**src/rtl/fb_ctrl.sv**
```systemverilog
// Frame-buffer controller: arbitrates the BSRAM write port between host pixel
// writes and a full-buffer fill engine, and drives the read port as a raster scan-out.
module fb_ctrl #(
  parameter int H_RES  = 256,
  parameter int V_RES  = 256,
  parameter int ADDR_W = 16
) (
  input  logic              clk,
  input  logic              rst_n,
  input  logic              clear_req,
  input  logic [1:0]        clear_val,
  output logic              busy,
  input  logic              wr_valid,
  output logic              wr_ready,
  input  logic [7:0]        wr_x,
  input  logic [7:0]        wr_y,
  input  logic [1:0]        wr_data,
  output logic              err_oob,
  input  logic              rd_start,
  input  logic              rd_en,
  output logic              pix_valid,
  output logic [1:0]        pix_data,
  output logic              frame_done,
  output logic              ram_cea,
  output logic [ADDR_W-1:0] ram_ada,
  output logic [1:0]        ram_din,
  output logic              ram_ceb,
  output logic [ADDR_W-1:0] ram_adb,
  output logic              ram_oce,
  input  logic [1:0]        ram_dout
);

  localparam int                NPIX      = H_RES * V_RES;
  localparam logic [ADDR_W-1:0] LAST_ADDR = ADDR_W'(NPIX - 1);
  localparam logic [ADDR_W-1:0] ADDR_ZERO = {ADDR_W{1'b0}};
  localparam logic [ADDR_W-1:0] ADDR_ONE  = {{(ADDR_W-1){1'b0}}, 1'b1};

  localparam logic [0:0] W_IDLE   = 1'b0;
  localparam logic [0:0] W_CLEAR  = 1'b1;
  localparam logic [0:0] R_WAIT   = 1'b0;
  localparam logic [0:0] R_ACTIVE = 1'b1;

  logic [0:0]        wr_state_r;
  logic [ADDR_W-1:0] clr_cnt_r;
  logic [1:0]        clr_val_r;
  logic              err_oob_r;
  logic              ram_cea_r;
  logic [ADDR_W-1:0] ram_ada_r;
  logic [1:0]        ram_din_r;
  logic [0:0]        rd_state_r;
  logic [ADDR_W-1:0] rd_addr_r;
  logic              pix_valid_r;
  logic              frame_done_r;

  logic              wr_ready_s;
  logic              clr_start_s;
  logic              wr_fire_s;
  logic              oob_s;
  logic [ADDR_W-1:0] wr_addr_s;
  logic              ram_ceb_s;

  // Write-side handshake decode: a clear request always takes the port from the host.
  always_comb begin
    wr_ready_s  = 1'b0;
    clr_start_s = 1'b0;
    if (wr_state_r == W_IDLE) begin
      wr_ready_s  = !clear_req;
      clr_start_s = clear_req;
    end else begin
      wr_ready_s  = 1'b0;
      clr_start_s = 1'b0;
    end
    wr_fire_s = wr_valid && wr_ready_s;
    oob_s     = ({24'd0, wr_x} >= 32'(H_RES)) || ({24'd0, wr_y} >= 32'(V_RES));
    wr_addr_s = ADDR_W'({24'd0, wr_y} * 32'(H_RES) + {24'd0, wr_x});
  end

  // Write FSM and registered write port; the first fill word is issued alongside busy rising.
  always_ff @(posedge clk or negedge rst_n) begin
    if (!rst_n) begin
      wr_state_r <= W_IDLE;
      clr_cnt_r  <= ADDR_ZERO;
      clr_val_r  <= 2'b00;
      err_oob_r  <= 1'b0;
      ram_cea_r  <= 1'b0;
      ram_ada_r  <= ADDR_ZERO;
      ram_din_r  <= 2'b00;
    end else begin
      ram_cea_r <= 1'b0;
      ram_ada_r <= ADDR_ZERO;
      ram_din_r <= 2'b00;
      case (wr_state_r)
        W_IDLE: begin
          if (clr_start_s) begin
            wr_state_r <= W_CLEAR;
            clr_val_r  <= clear_val;
            clr_cnt_r  <= ADDR_ZERO;
            ram_cea_r  <= 1'b1;
            ram_din_r  <= clear_val;
          end else if (wr_fire_s) begin
            if (oob_s) begin
              err_oob_r <= 1'b1;
            end else begin
              ram_cea_r <= 1'b1;
              ram_ada_r <= wr_addr_s;
              ram_din_r <= wr_data;
            end
          end
        end
        W_CLEAR: begin
          // clr_cnt_r tracks the address currently on the port, so it never passes LAST_ADDR.
          if (clr_cnt_r == LAST_ADDR) begin
            wr_state_r <= W_IDLE;
          end else begin
            clr_cnt_r <= clr_cnt_r + ADDR_ONE;
            ram_cea_r <= 1'b1;
            ram_ada_r <= clr_cnt_r + ADDR_ONE;
            ram_din_r <= clr_val_r;
          end
        end
        default: wr_state_r <= W_IDLE;
      endcase
    end
  end

  // Read strobe: rd_start takes priority so a restarted frame always begins at address 0.
  always_comb begin
    if ((rd_state_r == R_ACTIVE) && !rd_start) begin
      ram_ceb_s = rd_en;
    end else begin
      ram_ceb_s = 1'b0;
    end
  end

  // Read FSM, scan address and the output-valid/frame-done registers.
  always_ff @(posedge clk or negedge rst_n) begin
    if (!rst_n) begin
      rd_state_r   <= R_WAIT;
      rd_addr_r    <= ADDR_ZERO;
      pix_valid_r  <= 1'b0;
      frame_done_r <= 1'b0;
    end else begin
      pix_valid_r  <= ram_ceb_s;
      frame_done_r <= ram_ceb_s && (rd_addr_r == LAST_ADDR);
      if (rd_start) begin
        rd_state_r <= R_ACTIVE;
        rd_addr_r  <= ADDR_ZERO;
      end else if (ram_ceb_s) begin
        if (rd_addr_r == LAST_ADDR) begin
          rd_state_r <= R_WAIT;
        end else begin
          rd_addr_r <= rd_addr_r + ADDR_ONE;
        end
      end
    end
  end

  assign busy       = (wr_state_r == W_CLEAR);
  assign wr_ready   = wr_ready_s;
  assign err_oob    = err_oob_r;
  assign ram_cea    = ram_cea_r;
  assign ram_ada    = ram_ada_r;
  assign ram_din    = ram_din_r;
  assign ram_ceb    = ram_ceb_s;
  assign ram_adb    = rd_addr_r;
  assign ram_oce    = 1'b1;
  assign pix_valid  = pix_valid_r;
  assign frame_done = frame_done_r;
  assign pix_data   = pix_valid_r ? ram_dout : 2'b00;

endmodule

```
**config.mk**
```make
export PLATFORM = sky130hd
export DESIGN_NAME = fb_ctrl
export DESIGN_NICKNAME = d
export VERILOG_FILES = /design/src/rtl/fb_ctrl.sv
export SDC_FILE = /design/constraint.sdc
export NUM_CORES = 1
export LEC_CHECK = 0
export ABC_AREA = 1
export CORE_AREA = 2 2 84 86
export DETAILED_ROUTE_END_ITERATION = 12
export DIE_AREA = 0 0 86 88
export GPL_ROUTABILITY_DRIVEN = 0
export PLACE_DENSITY = 0.72
export SETUP_SLACK_MARGIN = 0.15
export SLEW_MARGIN = 10
export SYNTH_ARGS = -nofsm -noshare
export SYNTH_HDL_FRONTEND = slang
export SYNTH_SLANG_ARGS = --single-unit
```
**constraint.sdc**
```tcl
create_clock -name clk -period 4.8 [get_ports clk]
set_input_delay 1.44 -clock clk [delete_from_list [all_inputs] [get_ports clk]]
set_output_delay 1.44 -clock clk [all_outputs]
set_load 0.01 [all_outputs]
```
**After elaboration in Yosys (flattened, before gate mapping)**

Index checks and enable logic that the tools add are counted.

- Register bits after elaboration: 57
- Latch bits: 0
- Memory bits (writable): 0
- Bits in read-only memories: 0
- Output and inout bits: 44
- Word-level logic and storage cells: 57
- Memories: 0

- $add $sub $neg: 3
- Multiply operators: 0
- Div/mod/pow operators: 0
- Order comparisons: 0
- Equality and inequality tests: 5
- Shift-type cells: 0
- Mux-type cells: 27
- Bitwise logic cells: 1
- Reductions and logical operators: 11

Operators by type and width:

| operator | count |
|---|---|
| $mux 16 | 8 |
| $pmux 16 s2 | 2 |
| $add 16x1->16 const B | 2 |
| $eq 16x16->1 const B | 2 |
| $add 16x8->16 | 1 |
| $mux 1 | 10 |
| $mux 2 | 4 |
| $reduce_and 2->1 | 4 |
| $ne 2x2->1 const B | 3 |
| $pmux 1 s2 | 2 |
| $pmux 2 s2 | 1 |
| $reduce_bool 2->1 | 2 |
| $logic_and 1x1->1 | 3 |
| $logic_not 1->1 | 2 |
| $not 1->1 | 1 |

**Longest topological paths before layout**

Gate-level depths: netlist of run 1.

- Depth after elaboration: 6
- Depth in mapped cells: 10

**Worst setup path after synthesis of run 1**

Ideal clock, no wire load.

- Path kind: input-to-output
- From: input rd_en
- To: output ram_ceb
- Arrival: 1.853 ns
- Slack: 1.507 ns
- Cell stages on the path: 2
- Buffers on the path: 0
- Cells stage by stage: nand2_1 nor2_1

- Cells in the longest elaborated chain, start to end: 1

RTL lines:

| item | RTL line | source |
|---|---|---|
| start, declared | 20 | `input logic rd_en,` |
| $mux 1 | 128 | `if ((rd_state_r == R_ACTIVE) && !rd_start) begin` |
| end, declared | 27 | `output logic ram_ceb,` |

No other way between the ends.

**Worst setup path after layout of run 1**

Ends and elaborated chain as after synthesis.

==> impl_table.tex, run 1 <==
\begin{tabular}{lr}
\hline
Metric & Value \\
\hline
\multicolumn{2}{l}{\textbf{Status}} \\
\quad Status & finished clean \\
\multicolumn{2}{l}{\textbf{Synthesis}} \\
\quad Sequential share of the synthesized area & 49.22\% \\
\quad Number of distinct library cell variants in the gate-level netlist after synthesis & 28 \\
\quad Gate count after technology mapping & 389 \\
\quad Most instantiated library cell after synthesis & nand2\_1 \\
\quad Area fraction of the dominant cell type after synthesis & between 40\% and 50\% \\
\quad Number of enable-type register cells in the synthesized netlist & 0 \\
\quad Main flop type after synthesis & dfrtp\_1 \\
\quad Proportion of synthesized flip-flops having asynchronous set or reset & 100.0\% \\
\quad Register bit total from synthesis & 57 \\
\quad Cell types with the largest area share after synthesis & dfrtp\_1, nand2\_1, nand3\_1 \\
\quad Net Count, Synth & 419 \\
\quad Top cell types by occurrence after synthesis & nand2\_1, dfrtp\_1, nor2\_1 \\
\quad Warning count from the yosys run & 0 \\
\quad Syn avg cell area & 7.449 µm² \\
\quad Netlist area before placement & 0.002898 mm² \\
\quad Cell type with the highest aggregate area in the netlist & dfrtp\_1 \\
\multicolumn{2}{l}{\textbf{Timing}} \\
\quad Count of final max-slew check failures & 0 \\
\quad Peak Freq & 233.0 MHz \\
\quad TNS Setup & 0 ns \\
\quad Ratio of final minimum period to clock period & between 80\% and 90\% \\
\quad Count of final setup violators & 0 \\
\quad Slew at the pin closest to its max-slew limit & $\sim$0.92 ns \\
\quad RSZ-0062 raised after global routing & false \\
\quad Clock period minus final worst setup slack & 4.292 ns \\
\quad Final number of hold-violating endpoints & 0 \\
\quad Skew final & about 0.0077 ns \\
\quad Worst slew margin relative to its limit & 38.87\% \\
\quad Post-layout worst setup margin & 0.5084 ns \\
\multicolumn{2}{l}{\textbf{Global route}} \\
\quad Maximum number of pins on one net before global-route repair & 43 \\
\quad Number of antenna violations at the first check in global routing & 0 \\
\quad Global-route wire length before repair & 11,210 µm \\
\quad Via count of the first global-routing pass & 2,575 \\
\quad Total global-route track usage & 18.85\% \\
\quad Total overflow reported by the global router & 0 \\
\multicolumn{2}{l}{\textbf{CTS}} \\
\quad Clock tree from TritonCTS & built \\
\quad Cts-stage hold buffer count & 0 \\
\quad Post CTS Setup Buffer Count & 0 \\
\quad Number of instances resized during post-cts repair & 0 \\
\quad Deepest clock path buffer count & 2 \\
\quad Cell at the root of the clock tree & clkbuf\_8 \\
\quad \# H-tree levels & 3 \\
\quad Number of clock sinks & 57 \\
\quad Clock network latency to the later pin of the worst-skew pair & 0.33 ns \\
\quad Clock input transition at the sequential cells of the worst setup and hold paths & 0.06 ns \\
\quad Number of buffers inserted during clock tree synthesis & 9 \\
\multicolumn{2}{l}{\textbf{Critical path}} \\
\quad Startpoint Class & input pin \\
\quad Slowest Stage Delay on Critical Path & 0.57 ns \\
\quad Worst-path cell chain & clkdlybuf4s50\_1 > nand2\_1 > nor2\_1 > clkdlybuf4s50\_1 \\
\quad CP Class & input pin to output port \\
\quad Data required time at the worst endpoint & 3.36 ns \\
\quad Largest delay contributor family on the critical path & buffers and inverters \\
\quad Slowest-stage cell, CP & clkdlybuf4s50\_1 \\
\quad CP most frequent cell & clkdlybuf4s50\_1 \\
\quad Peak fanout along the critical path & 7 \\
\quad Worst Path Arrival & 2.85 ns \\
\quad Endpoint type of the worst setup path & output port \\
\quad CP bufs+invs & 2 \\
\multicolumn{2}{l}{\textbf{Cells and area}} \\
\quad Layout Nets & slightly below 500 \\
\quad Proportion of layout cells with a drive suffix above 1 & under 10\% \\
\quad Area delta synth->final & 31.78\% \\
\quad Final antenna diode count & 0 \\
\quad Finished Layout Cells & 546 \\
\multicolumn{2}{l}{\textbf{Floorplanning}} \\
\quad Die Span Y & 88 µm \\
\quad Die width & 86 µm \\
\quad Area of the core & 0.006644 mm² \\
\quad Standard-cell rows & 30 \\
\quad Initial Util & roughly 44\% \\
\quad Ports & 72 \\
\quad Full die area & 0.007568 mm² \\
\multicolumn{2}{l}{\textbf{Power}} \\
\quad Internal power component & between 0.001 and 0.0015 W \\
\quad Combinational share of power & 28.3\% \\
\quad Switching share of total power & 32.02\% \\
\quad Reg power frac & approximately 46\% \\
\quad Clk pwr share & 25.5\% \\
\quad Areal power density over the cells & 410.3 mW/mm² \\
\quad Leakage & 1.803 nW \\
\quad Maximum vdd drop & 0.0002173 V \\
\quad Overall power of the completed layout & around 0.0016 W \\
\quad Sw Pwr & 0.0005017 W \\
\multicolumn{2}{l}{\textbf{Place}} \\
\quad Detail Placement HPWL & 4817 µm \\
\quad Worst setup slack after placement & 0.5119 ns \\
\quad Buffers added on ports & 69 \\
\quad Placed Cells incl. Taps & 533 \\
\multicolumn{2}{l}{\textbf{Min path}} \\
\quad Hold WC Path Type & flop to flop \\
\multicolumn{2}{l}{\textbf{Routing}} \\
\quad Post-route ant nets & 0 \\
\quad Total wirelength of the detailed-routed design & $\sim$6600 µm \\
\quad Ratio of routed vias to standard cells & 4.921 \\
\quad Post-detailed-route wirelength per cell & 12.01 µm \\
\quad Detailed Routing Iterations Pass 1 & 4 \\
\quad DR vias & 2,687 \\
\quad DRC errors left & 0 \\
\quad Initial detailed-routing violation count & around 140 \\
\multicolumn{2}{l}{\textbf{Job}} \\
\quad Max-cap violation count & 0 \\
\hline
\end{tabular}
-- power groups by stage --
stage               clock network [W]  logic [W]  registers, W
detailed placement                  0   0.000451      0.000731
global placement                    0   0.000439      0.000729
floorplan                           0   0.000198      0.000747
CTS                          0.000409   0.000453      0.000724
global route                 0.000430   0.000500      0.000745
finish                       0.000400   0.000444      0.000723
-- placed cells by master, fill, tap and decap left out, types with 3 or more instances in the layout --
master | netlist | final
nand3_1 | 33 | 33
nand2_2 | 4 | 4
inv_2 | 3 | 3
inv_1 | 30 | 30
or2_2 | 4 | 4
nand2_1 | 163 | 163
a21oi_1 | 8 | 8
clkbuf_8 | 0 | 12
o21ai_0 | 17 | 17
dfrtp_1 | 57 | 57
clkdlybuf4s50_1 | 0 | 68
nand4_1 | 5 | 5
nor3_1 | 3 | 3
xnor2_1 | 4 | 4
nor2_1 | 36 | 36
-- sequential cells by signal (all words and copies together) (netlist names) --
register,count
ram_cea,1
ram_ada,16
frame_done,1
pix_valid,1
ram_din,2
busy,1
rd_state_r,1
clr_val_r,2
ram_adb,16
clr_cnt_r,16
-- worst paths after layout --
path,startpoint,end,slack [ns],cells after the start
worst max-delay path,rd_en,ram_ceb,0.51,4
worst min-delay path,clr_val_r[0],clr_val_r[0],0.48,2
worst max register to register,ram_adb[0],ram_adb[4],2.89,6
worst min register to register,clr_val_r[0],clr_val_r[0],0.48,2
max in group asynchronous,rst_n,clr_cnt_r[14],2.78,2
min in group asynchronous,rst_n,ram_adb[3],1.24,1
-- cell families (layout without fill, tap and decap cells) --
logic type	count (synthesis)	in the layout	share of synthesized area [%]
other	2	2	0.2592
DFF	57	57	49.22
AOI/OAI and AO/OA	29	29	5.311
adders and majority gates	2	2	0.8634
and+or+nand+nor	253	253	36.74
xor gates and xnor gates	5	5	1.511
buffers and inverters	41	118	6.087
-- worst register-to-register path, cell delays in order (launching register included) --
cell,delay [ns]
dfrtp_1,0.44
ha_1,0.21
nand3_1,0.14
nor2_1,0.21
nand3_1,0.10
nand2_1,0.46
o21ai_0,0.19
-- final cells by class --
class,count,area [µm²]
clock buffers,13,168.9
fillers,635,2825
repair buffers,71,700.7
multi-input cells,291,1295
inverters,34,127.6
well taps,80,100.1
flip-flops and latches,57,1426
-- per-stage QoR --
step / instance area, µm² / hold WS, ns / util [%]
after floorplan: 2898 / 0.4494 / -
after global placement: 3650 / 0.4660 / 54.93
after detailed placement: 3650 / 0.4652 / 54.93
after CTS: 3819 / 0.4819 / 57.48
after global routing: 3819 / 0.5276 / 57.48
final: 3819 / 0.4757 / 57.48
-- layer usage --
layer | share of wire, % | up-vias | global-route usage, %
li1 | - | 1362 | -
met4 | 1.5 | 0 | 8.081
met5 | 0 | - | 0
met1 | 44 | 1242 | 22.02
met2 | 48 | 72 | 32.49
met3 | 6.2 | 11 | 5.372
(Power assumes the default switching activity.)
==> run 2, diff against run 1 <==
Settings changed: ABC_AREA 1 to 0, CORE_AREA 2 2 84 86 to 8 8 90 92, DIE_AREA 0 0 86 88 to 0 0 98 100, PLACE_DENSITY 0.72 to 0.73.
==> run 2 against run 1 <==
Total power shrank 10%. Utilization fell by 0.11 points. Worst hold slack better by 0.024 ns. Sequential cell count unchanged. Register-to-register slack got worse by 0.83 ns. Global-route usage is 3.3 points lower. Synthesized cell count shrank 25%. Via count down 7.0%. Clock power down 4%. Largest power group unchanged. Highest routed layer unchanged.
==> impl_table.tex, run 2 <==
\begin{tabular}{lr}
\hline
Metric & Value \\
\hline
\multicolumn{2}{l}{\textbf{CTS}} \\
\quad Number of buffers inserted during clock tree synthesis & 9 (unchanged) \\
\quad Clock tree from TritonCTS & built \\
\quad \# H-tree levels & 3 (unchanged) \\
\quad Number of instances resized during post-cts repair & 0 (unchanged) \\
\quad Cell at the root of the clock tree & clkbuf\_8 \\
\quad Clock network latency to the later pin of the worst-skew pair & 0.33 ns (about the same) \\
\quad Post CTS Setup Buffer Count & 0 (unchanged) \\
\quad Clock input transition at the sequential cells of the worst setup and hold paths & 0.06 ns (about the same) \\
\quad Cts-stage hold buffer count & 0 (unchanged) \\
\quad Number of clock sinks & 57 (unchanged) \\
\quad Deepest clock path buffer count & 2 (unchanged) \\
\multicolumn{2}{l}{\textbf{Power}} \\
\quad Reg power frac & 48.5\% (+2.3 points) \\
\quad Leakage & 1.495 nW (-17\%) \\
\quad Maximum vdd drop & 0.0002229 V (+2.6\%) \\
\quad Switching share of total power & 30.25\% (-1.8 points) \\
\quad Combinational share of power & 24.0\% (-4.3 points) \\
\quad Areal power density over the cells & 368.6 mW/mm² (-10\%) \\
\quad Sw Pwr & 0.0004249 W (-15\%) \\
\quad Clk pwr share & 27.5\% (+2.0 points) \\
\quad Internal power component & 0.0009799 W (-8.0\%) \\
\multicolumn{2}{l}{\textbf{Cells and area}} \\
\quad Finished Layout Cells & 440 (-19\%) \\
\quad Layout Nets & 387 (-22\%) \\
\quad Proportion of layout cells with a drive suffix above 1 & 8.611\% (+2.2 points) \\
\quad Most common cell after layout, fill and taps aside & clkdlybuf4s50\_1 \\
\quad Leading cell types in the layout, fill and taps excluded & clkdlybuf4s50\_1, dfrtp\_1, nand2\_1 \\
\quad Area delta synth->final & 29.73\% \\
\quad Final antenna diode count & 0 (unchanged) \\
\multicolumn{2}{l}{\textbf{Routing}} \\
\quad DR vias & 2,499 (-7.0\%) \\
\quad Ratio of routed vias to standard cells & 5.680 (+15\%) \\
\quad Total wirelength of the detailed-routed design & 7292 µm (+11\%) \\
\quad Post-route ant nets & 0 (unchanged) \\
\quad Post-detailed-route wirelength per cell & 16.57 µm (+38\%) \\
\quad Initial detailed-routing violation count & 121 (-13\%) \\
\quad DRC errors left & 0 (unchanged) \\
\quad Detailed Routing Iterations Pass 1 & 4 (unchanged) \\
\multicolumn{2}{l}{\textbf{Timing}} \\
\quad Count of final setup violators & 0 (unchanged) \\
\quad Peak Freq & 231.5 MHz (-0.67\%) \\
\quad TNS Setup & 0 ns (unchanged) \\
\quad Final number of hold-violating endpoints & 0 (unchanged) \\
\quad Count of final max-slew check failures & 0 (unchanged) \\
\quad Ratio of final minimum period to clock period & 90.01\% (+0.60 points) \\
\quad Skew final & 0.01029 ns (+0.002558 ns) \\
\quad Clock period minus final worst setup slack & 4.320 ns (+0.02890 ns) \\
\quad Slew at the pin closest to its max-slew limit & 1.192 ns (+0.2753 ns) \\
\quad Worst slew margin relative to its limit & 19.84\% (-19 points) \\
\quad RSZ-0062 raised after global routing & false \\
\multicolumn{2}{l}{\textbf{Min path}} \\
\quad Hold WC Path Type & flop to flop \\
\multicolumn{2}{l}{\textbf{Place}} \\
\quad Placed Cells incl. Taps & 426 (-20\%) \\
\quad Detail Placement HPWL & 5272 µm (+9.4\%) \\
\quad Buffers added on ports & 69 (unchanged) \\
\multicolumn{2}{l}{\textbf{Floorplanning}} \\
\quad Standard-cell rows & 30 (unchanged) \\
\quad Die Span Y & 100 µm (+14\%) \\
\quad Full die area & 0.009800 mm² (+29\%) \\
\quad Die width & 98 µm (+14\%) \\
\quad Area of the core & 0.006644 mm² (unchanged) \\
\quad Initial Util & 44.22\% (+0.60 points) \\
\quad Ports & 72 (unchanged) \\
\multicolumn{2}{l}{\textbf{Critical path}} \\
\quad Endpoint type of the worst setup path & output port \\
\quad Reg-to-reg setup timing slack & 2.06 ns (-0.83 ns) \\
\quad CP Class & input pin to output port \\
\quad Worst Path Arrival & 2.88 ns (+0.03 ns) \\
\quad Data required time at the worst endpoint & 3.36 ns (about the same) \\
\quad Startpoint Class & input pin \\
\quad Peak fanout along the critical path & 7 (unchanged) \\
\multicolumn{2}{l}{\textbf{Global route}} \\
\quad Total overflow reported by the global router & 0 (unchanged) \\
\quad Global-route wire length before repair & 12,430 µm (+11\%) \\
\quad Total global-route track usage & 15.56\% (-3.3 points) \\
\quad Number of antenna violations at the first check in global routing & 0 (unchanged) \\
\quad Via count of the first global-routing pass & 2,494 (-3.1\%) \\
\quad Maximum number of pins on one net before global-route repair & 32 (-26\%) \\
\multicolumn{2}{l}{\textbf{Synthesis}} \\
\quad Gate count after technology mapping & 292 (-25\%) \\
\quad Netlist area before placement & 0.002938 mm² (+1.4\%) \\
\quad Area fraction of the dominant cell type after synthesis & 48.55\% (-0.67 points) \\
\quad Cell types with the largest area share after synthesis & dfrtp\_1, nand2\_1, a21oi\_1 \\
\quad Net Count, Synth & 322 (-23\%) \\
\quad Number of enable-type register cells in the synthesized netlist & 0 (unchanged) \\
\quad Top cell types by occurrence after synthesis & dfrtp\_1, nand2\_1, a21oi\_1 \\
\quad Warning count from the yosys run & 0 (unchanged) \\
\quad Most instantiated library cell after synthesis & dfrtp\_1 \\
\quad Number of distinct library cell variants in the gate-level netlist after synthesis & 51 (+82\%) \\
\quad Register bit total from synthesis & 57 (unchanged) \\
\quad Cell type with the highest aggregate area in the netlist & dfrtp\_1 \\
\quad Proportion of synthesized flip-flops having asynchronous set or reset & 100.0\% (unchanged) \\
\quad Main flop type after synthesis & dfrtp\_1 \\
\quad Syn avg cell area & 10.06 µm² (+35\%) \\
\quad Sequential share of the synthesized area & 48.55\% (-0.67 points) \\
\multicolumn{2}{l}{\textbf{Status}} \\
\quad Status & finished clean \\
\multicolumn{2}{l}{\textbf{Job}} \\
\quad Max-cap violation count & 0 (unchanged) \\
\hline
\end{tabular}
[run 2: cell count changes after synthesis, moves of 6 or more]
| cell | previous run | this run |
|---|---|---|
| o31ai_1 | 0 | 6 |
| a22o_1 | 0 | 7 |
| inv_1 | 30 | 8 |
| nand2_1 | 163 | 26 |
| nor2_1 | 36 | 12 |
| nand3_1 | 33 | 8 |
| nor4_1 | 0 | 7 |
| nor2b_1 | 0 | 7 |
| and4_1 | 0 | 6 |
| a21oi_1 | 8 | 19 |
| a31oi_1 | 0 | 8 |
| mux2_2 | 0 | 7 |
[run 2: per-layer routing]
layer	vias up	wire, µm	track usage, %
li1	1218	-	-
met1	1195	3048	18.34
met2	76	3598	25.50
met3	10	548	6.021
met4	0	97	5.036
met5	-	0	0
[run 2: worst max-delay path, stage by stage]
cell             delay (ns)
clkdlybuf4s50_1        0.54
nand2_1                0.18
nor2_1                 0.16
clkdlybuf4s50_1        0.56
[run 2: path summary, 6_finish.rpt]
| path | cells after the start | endpoint | startpoint |
|---|---|---|---|
| worst min register to register | 2 | ram_din[0] | clr_val_r[0] |
| min in group asynchronous | 1 | pix_valid | rst_n |
| worst min-delay path | 2 | ram_din[0] | clr_val_r[0] |
| worst max register to register | 5 | ram_ada[13] | clr_cnt_r[0] |
| max in group asynchronous | 2 | ram_adb[11] | rst_n |
| worst max-delay path | 4 | ram_ceb | rd_en |
[run 2: cell families after synthesis]
logic type               share of synthesized area (%)
other                                           0.2556
multiplexers                                     3.365
XOR/XNOR                                         4.174
flip-flops                                       48.55
adder cells (fa/ha/maj)                         0.8517
AO/OA/AOI/OAI                                    16.61
AND/OR/NAND/NOR                                  21.46
buffers and inverters                            4.727
[run 2: area by class of cell]
cell class	count	area (µm²)
inverter	9	36.28
timing repair buffer	72	708.2
tap	80	100.1
multi-input combinational	208	1378
sequential	57	1426
clock buffer	14	162.7
fill	584	2833
[run 2: metrics by stage]
step	hold WS [ns]	setup slack [ns]	instance area (µm²)	total power (W)	util [%]
3_3_place_gp	0.4684	0.5217	3649	0.001023	54.92
6_report	0.4994	0.4795	3811	0.001405	57.36
4_1_cts	0.5019	0.4777	3811	0.001423	57.36
5_1_grt	0.5223	0.4079	3811	0.001489	57.36
3_5_place_dp	0.4884	0.4772	3649	0.001032	54.92
2_1_floorplan	0.4518	1.239	2938	0.0008646	-
[run 2: power by group through the flow]
stage	sequential [W]	clock (W)	combinational (W)
floorplan	0.000654	0	0.000211
global placement	0.000686	0	0.000337
detailed placement	0.000689	0	0.000343
CTS	0.000681	0.000397	0.000344
global route	0.000698	0.000418	0.000372
finish	0.000682	0.000386	0.000337
==> run 3, diff against run 2 <==
Settings changed: SKIP_CTS_REPAIR_TIMING set to 1.
==> results of run 3 <==
No change in the layout: final DEF, timing and power equal those of run 2.
==> patch (settings of run 1) <==
The parameter `H_RES` goes from 256 to 192.
--- a/src/rtl/fb_ctrl.sv
+++ b/src/rtl/fb_ctrl.sv
@@ -1,7 +1,7 @@
 // Frame-buffer controller: arbitrates the BSRAM write port between host pixel
 // writes and a full-buffer fill engine, and drives the read port as a raster scan-out.
 module fb_ctrl #(
-  parameter int H_RES  = 256,
+  parameter int H_RES  = 192,
   parameter int V_RES  = 256,
   parameter int ADDR_W = 16
 ) (
Check against the original RTL: not equivalent (a bounded check fails within 4 cycles, from zero or initial values and one cycle with rst_n low).
==> patch against run 1 <==
Non-clock buffer count up 2; die area did not move; routed wire length rose by 24%; synthesized area increased by 16%; worst setup slack gained 0.085 ns; global-route usage is 4.2 points higher; sequential cell count grew 1; critical path depth is the same; via count increased by 19%; design area up 14%; first-iteration DRC count fell by 14%; highest routed layer unchanged.
Power is not compared: it rests on default switching activity, and its combinational part moved more than twofold at a synthesized area within 25%.
==> patch: results (changes against run 1) <==
Min path
  • Hold Crit Depth: 1 (-1)
  • Worst hold start: err_oob$_DFFE_PN0P_
  • Hold EP: err_oob$_DFFE_PN0P_

Timing
  • Hold WS: 0.498 ns (+0.0226 ns)
  • Final period util: 0.876 (-0.0178)
  • Worst-Margin Slew: 0.579 ns (-0.338 ns)
  • Setup TNS: 0 ns (unchanged)
  • Setup Skew: 0.00797 ns (+0.000246 ns)

Placement
  • # port buffers: 70 (+1.4%)
  • Dpl cells: 584 (+9.6%)
  • HPWL after DPL: 6.19 mm (+29%)
  • Placed cell area: 4150 µm² (+14%)

Synth
  • Mapped Cells: 437 (+12%)
  • Syn Nets: 480 (+15%)
  • Synth cell count leaders: nand2_1 (122), dfrtp_1 (58), inv_1 (51)
  • Post-synth cell types: 33 (+18%)
  • Synth top area cells: dfrtp_1 (43%), nand2_1 (14%), nand3_1 (5.8%)
  • Sequential cell area fraction in the yosys report: 0.431 (-0.0612)

Run status
  • Status: complete, no violations

Finish
  • Total of fill cells in the finished design: 580 (-8.7%)
  • Layout cell share with drive strength beyond 1: 0.0808 (+0.0164)

Critical path
  • Flop2flop setup slack: 2.48 ns (-0.41 ns)
  • Worst Reg2Reg Path Length in Cells: 11 (+5)
  • Crit path arrival time: 2.77 ns (-0.08 ns)
  • R2R Path End: ram_adb[8]$_DFFE_PN0P_

Power and ir drop
  • Internal Power: 802 µW

Global route
  • Largest net degree at the start of global routing: 35 (-19%)
  • Vias in the first global route: 3107 (+21%)
  • First-pass GRT wire length: 13.6 mm (+21%)
  • Total Routing Usage GR: 0.231 (+0.0423)

Route
  • Vias per cell: 5.31 (+7.9%)
  • Initial DRC count: 120 (-14%)
  • Total number of vias: 3185 (+19%)
  • WL/cell: 13.5 µm (+13%)
-- patch: cell count changes after synthesis, sizes merged, moves of 16 or more --
| cell | run 1 | this run |
|---|---|---|
| inv | 33 | 62 |
| nand2 | 167 | 125 |
| nand4 | 5 | 21 |
| nor2 | 40 | 23 |
| o21ai | 17 | 36 |
-- patch: logic make-up (layout without fill, tap and decap cells) --
kind of cell | count (synthesis) | in the layout | share of synthesized area
DFF | 58 | 58 | 0.431
other | 1 | 1 | 0.00111
adders and majority gates | 15 | 15 | 0.0602
xor gates and xnor gates | 10 | 10 | 0.0260
buffers and inverters | 69 | 152 | 0.0814
AOI/OAI and AO/OA | 53 | 53 | 0.0881
and+or+nand+nor | 231 | 231 | 0.312
-- patch: power by group through the flow --
stage | registers (mW) | clock network [mW] | logic (mW)
detailed placement | 0.506 | 0 | 0.129
floorplan | 0.507 | 0 | 0.0677
CTS | 0.496 | 0.470 | 0.129
finish | 0.496 | 0.463 | 0.128
global route | 0.497 | 0.490 | 0.145
global placement | 0.505 | 0 | 0.126
-- patch: critical path, cell delays in order --
cell and delay (ns):
clkdlybuf4s50_1 0.45, nand2_1 0.08, nor2_1 0.21, clkdlybuf4s50_1 0.58
-- patch: layout make-up --
type                    count  area [µm²]  share of cell area
multi-input cells         310        1640               0.377
repair buffers             73         718               0.165
inverters                  63         236              0.0543
clock inverters             6        66.3              0.0152
clock buffers              10         138              0.0316
flip-flops and latches     58        1450               0.334
well taps                  80         100              0.0230
-- patch: per-layer routing --
layer / wire length (µm) / track usage / share of wire / up-vias
met5: 0 / 0 / 0 / -
met4: 303 / 0.113 / 0.037 / 0
met3: 381 / 0.0594 / 0.047 / 26
met2: 3960 / 0.390 / 0.49 / 94
met1: 3480 / 0.275 / 0.43 / 1468
li1: - / - / - / 1597
